===== src/rtl/shift_pkg.sv =====
// Shared definitions for the multi-cycle right-shift/rotate unit.
//   - operation encodings for the mode input
//   - FSM state encoding
package shift_pkg;

    localparam logic [1:0] MODE_SRL = 2'b00;
    localparam logic [1:0] MODE_ROR = 2'b01;
    localparam logic [1:0] MODE_ROL = 2'b10;
    localparam logic [1:0] MODE_ILL = 2'b11;

    typedef enum logic [1:0] {
        ST_IDLE  = 2'b00,
        ST_SHIFT = 2'b01,
        ST_DONE  = 2'b10
    } state_t;

endpackage


===== src/rtl/rot_step.sv =====
// Combinational single-bit step of the shift/rotate unit.
// Ports:
//   acc      - current accumulator value
//   mode     - registered operation select (SRL / ROR / ROL / illegal)
//   acc_next - accumulator after one 1-bit step; illegal mode holds the value
module rot_step
    import shift_pkg::*;
#(
    parameter int WIDTH = 16
) (
    input  logic [WIDTH-1:0] acc,
    input  logic [1:0]       mode,
    output logic [WIDTH-1:0] acc_next
);

    always_comb begin
        acc_next = acc;
        case (mode)
            MODE_SRL: acc_next = {1'b0, acc[WIDTH-1:1]};
            MODE_ROR: acc_next = {acc[0], acc[WIDTH-1:1]};
            MODE_ROL: acc_next = {acc[WIDTH-2:0], acc[WIDTH-1]};
            default:  acc_next = acc;
        endcase
    end

endmodule


===== src/rtl/seq_rotate_unit.sv =====
// Multi-cycle SRL/ROR/ROL unit, one bit per clock, start/busy/done handshake.
// Ports:
//   clk, rst_n - clock (rising edge), asynchronous active-low reset
//   start      - request, accepted only in IDLE or DONE
//   data_in    - operand, captured on an accepted start
//   shamt      - shift amount, captured on an accepted start
//   mode       - 00 SRL, 01 ROR, 10 ROL, 11 illegal (operand passes through, err set)
//   busy       - high while shifting
//   done       - one-cycle pulse, result valid
//   data_out   - result, held until the next result is produced
//   zero       - data_out == 0
//   err        - result came from an illegal mode
module seq_rotate_unit
    import shift_pkg::*;
#(
    parameter int WIDTH = 16,
    parameter int CNT_W = 4
) (
    input  logic             clk,
    input  logic             rst_n,
    input  logic             start,
    input  logic [WIDTH-1:0] data_in,
    input  logic [CNT_W-1:0] shamt,
    input  logic [1:0]       mode,
    output logic             busy,
    output logic             done,
    output logic [WIDTH-1:0] data_out,
    output logic             zero,
    output logic             err
);

    state_t           state, state_d;
    logic [WIDTH-1:0] acc, acc_step;
    logic [CNT_W-1:0] cnt;
    logic [1:0]       mode_q;
    logic             load;

    // A start in SHIFT is dropped, not queued.
    assign load = start && (state != ST_SHIFT);

    rot_step #(.WIDTH(WIDTH)) u_step (
        .acc      (acc),
        .mode     (mode_q),
        .acc_next (acc_step)
    );

    always_comb begin
        state_d = state;
        case (state)
            ST_IDLE:  if (start) state_d = ST_SHIFT;
            ST_SHIFT: if (cnt == '0) state_d = ST_DONE;
            ST_DONE:  state_d = start ? ST_SHIFT : ST_IDLE;
            default:  state_d = ST_IDLE;
        endcase
    end

    always_ff @(posedge clk or negedge rst_n) begin
        if (!rst_n) state <= ST_IDLE;
        else        state <= state_d;
    end

    always_ff @(posedge clk or negedge rst_n) begin
        if (!rst_n) begin
            acc      <= '0;
            cnt      <= '0;
            mode_q   <= MODE_SRL;
            data_out <= '0;
            zero     <= 1'b1;
            err      <= 1'b0;
        end else if (load) begin
            acc    <= data_in;
            cnt    <= shamt;
            mode_q <= mode;
        end else if (state == ST_SHIFT) begin
            if (cnt != '0) begin
                acc <= acc_step;
                cnt <= cnt - CNT_W'(1);
            end else begin
                // Result registers move only on the edge entering DONE.
                data_out <= acc;
                zero     <= (acc == '0);
                err      <= (mode_q == MODE_ILL);
            end
        end
    end

    // Decoded from the registered state, so glitch-free.
    assign busy = (state == ST_SHIFT);
    assign done = (state == ST_DONE);

endmodule

===== config.mk =====
export PLATFORM = sky130hd
export DESIGN_NAME = seq_rotate_unit
export DESIGN_NICKNAME = d
export VERILOG_FILES = /design/src/rtl/shift_pkg.sv /design/src/rtl/rot_step.sv /design/src/rtl/seq_rotate_unit.sv
export SDC_FILE = /design/constraint.sdc
export NUM_CORES = 1
export LEC_CHECK = 0
export CAP_MARGIN = 0
export CORE_MARGIN = 3
export CORE_UTILIZATION = 35
export DETAILED_ROUTE_END_ITERATION = 10
export DONT_BUFFER_PORTS = 1
export PLACE_DENSITY = 0.58
export SETUP_SLACK_MARGIN = 0.3
export SLEW_MARGIN = 20
export SYNTH_ARGS = -nofsm -noshare
export SYNTH_HDL_FRONTEND = slang
export SYNTH_SLANG_ARGS = --single-unit

===== constraint.sdc =====
create_clock -name clk -period 2.7 [get_ports clk]
set_clock_uncertainty 0.1 [all_clocks]
set_input_delay 0.54 -clock clk [delete_from_list [all_inputs] [get_ports clk]]
set_output_delay 0.54 -clock clk [all_outputs]
set_load 0.02 [all_outputs]

==> qor.yml <==
cts_buffer_depth: 2
crit_type: "reg2reg"
slew_headroom_pct: 56.2
tritoncts: "done"
grt_pass1_wl_um: 8270
synth_xor_area_share_pct: 0
fin_nets: 204
synth_fa_ha_area_share_pct: 3.51
area_growth_pct: 7.79
drc: 0
ys_ff_latch: 42
p_leak_uw: 0.000986
start_util_pct: 37.4
rsz0062_at_grt: "false"
final_hold_viol_count: 0
max_freq_mhz: 502
synth_top_family_by_area: "compound AO/OA/AOI/OAI gates"
row_count: 27
fin_setup_tns_ns: 0
io_buffers: 0
die_x_um: 84.1
cts_htree_levels: 2
io_pins: 45
synth_compound_area_share_pct: 25.7
synth_async_sr_flop_share_pct: 100
synth_area_um2: 2140
synthMuxAreaShare_pct: 11.0
gr-usage-all-layers_pct: 14.6
start_kind: "register"
ys_warn_count: 0
ys_seq_area_share_pct: 49.2
synth_edf_count: 0
n_antenna_cell: 0
hpwl_um: 3340
drt_pass1_iterations: 4
clock-root-buffer: "clkbuf_8"
layout_commonest_cell: "dfrtp_1"
gp_congestion: 0.759
fp.dieArea_um2: 7080
pwr_density_cell_nw_per_um2: 1570
clock_latency_ns: 0.29
final_layout_size_suffix_gt1_share_pct: 16.7
fillers: 547
path_clk_slew_ns: 0.08
period_minus_slack_ns: 1.99
status: "finished, final reports clean"
synth-simple-area-share_pct: 6.44
antenna_found_initial: 0
core_region_area_um2: 5710
finalSetupViolCount: 0
numCtsBuffers: 5
worstPathMaxFanout: 16
cts_resized: 0
required_ns: 2.82
hp-class: "in2reg"
vdd.ir_drop.worst_mv: 0.688
ys.flop_type: "dfrtp_1"
first_global_vias: 1546
critical_path_arrival_ns: 2.11
fin_crit_sh_pct: 73.8
clock_sinks: 42
p_total_uw: 3620
yosysUniqueCellTypes: 39
ant_nets: 0
end_kind: "register"
maxCapViolCount: 0
worst_pin_slew_ns: 0.657
wirelength_um: 4940
synthCells: 173
grt_overflow: 0
most-common-layout-cells: "dfrtp_1 (41), mux2_1 (17), o22ai_1 (17)"
avgSynthCellArea_um2: 12.4
avgRoutedWirePerCell_um: 20.1
syn_nets: 204
die_y_um: 84.1
slew_viol_final: 0
vias: 1468
vias_per_cell: 5.97
grt_max_degree: 43
drt_iter0_markers: 74
-- synthesized netlist by cell type (all sizes together) (3+ instances only) --
cell type  count  area (um^2)
o21ai          5         25.0
buf            9         47.5
inv            8         32.5
ha             6         75.1
a22o          15          131
dfrtp         41         1030
a2bb2oi       16          203
nand2          7         28.8
nor2           3         11.3
mux2          18          203
nor4           4         25.0
o22ai         17          106
-- metrics by stage --
| step | area, um^2 | hold slack (ns) | utilization [%] | std cells | worst slack [ns] |
|---|---|---|---|---|---|
| after global placement | 2190 | 0.146 | 38.3 | 236 | 0.815 |
| final | 2300 | 0.286 | 40.3 | 246 | 0.708 |
| after floorplan | 2140 | 0.144 | - | 173 | 0.884 |
| after CTS | 2300 | 0.282 | 40.3 | 246 | 0.701 |
| after detailed placement | 2190 | 0.146 | 38.3 | 236 | 0.735 |
| after global routing | 2300 | 0.296 | 40.3 | 246 | 0.561 |
-- area by class of cell --
| class | instances | area [um^2] | share of cell area (%) |
|---|---|---|---|
| clock buffers | 6 | 72.6 | 3.15 |
| clock inverters | 2 | 13.8 | 0.598 |
| repair buffers | 4 | 45.0 | 1.96 |
| inverters | 8 | 32.5 | 1.41 |
| flip-flops and latches | 42 | 1050 | 45.7 |
| well taps | 72 | 90.1 | 3.91 |
| multi-input cells | 112 | 997 | 43.3 |
-- flip-flops by register name (all words and copies together), names as in the netlist --
name and cells:
mode_q 2, cnt 4, data_out 16, state 2
zero 1, err 1, acc 16
-- timing repair --
action	4_1_cts	5_1_grt
buffers inserted	0	0
hold endpoints to repair	42	0
hold buffers	2	0
-- power breakdown --
part           internal, uW  switching, uW  total, uW
Sequential              955            490       1450
Clock                   183            217        399
Combinational           901            869       1770
-- metal layers --
| layer | up-vias | GRT usage (%) | routed length [um] | share of wire, % |
|---|---|---|---|---|
| li1 | 658 | - | - | - |
| met1 | 752 | 19.4 | 2180 | 44 |
| met2 | 51 | 22.3 | 2290 | 46 |
| met3 | 7 | 5.40 | 409 | 8.3 |
| met4 | 0 | 3.95 | 59 | 1.2 |
| met5 | - | 0 | 0 | 0 |
-- critical path: stages (launching register included) --
cell,delay [ns]
dfrtp_1,0.39
inv_1,0.09
ha_1,0.21
nor3_2,0.27
a21o_1,0.49
o22ai_1,0.21
a2bb2oi_2,0.18
-- logic make-up (layout without fill, tap and decap cells) --
logic type,Yosys count,count (layout)
adders and majority gates,6,6
muxes,20,20
and+or+nand+nor,23,23
AOI/OAI and AO/OA,63,63
DFF,42,42
buffers and inverters,19,20
-- worst paths after layout --
kind                            from  cells past startpoint  slack (ns)           end
min in group asynchronous      rst_n                      2        0.63  data_out[14]
max reg2reg                mode_q[0]                      6        0.71        acc[7]
min reg2reg                     zero                      2        0.43          zero
max in group asynchronous      rst_n                      2        1.61          zero
max                        mode_q[0]                      6        0.71        acc[7]
min                          mode[0]                      2        0.29     mode_q[0]
Power figures use the tool's default switching activity.
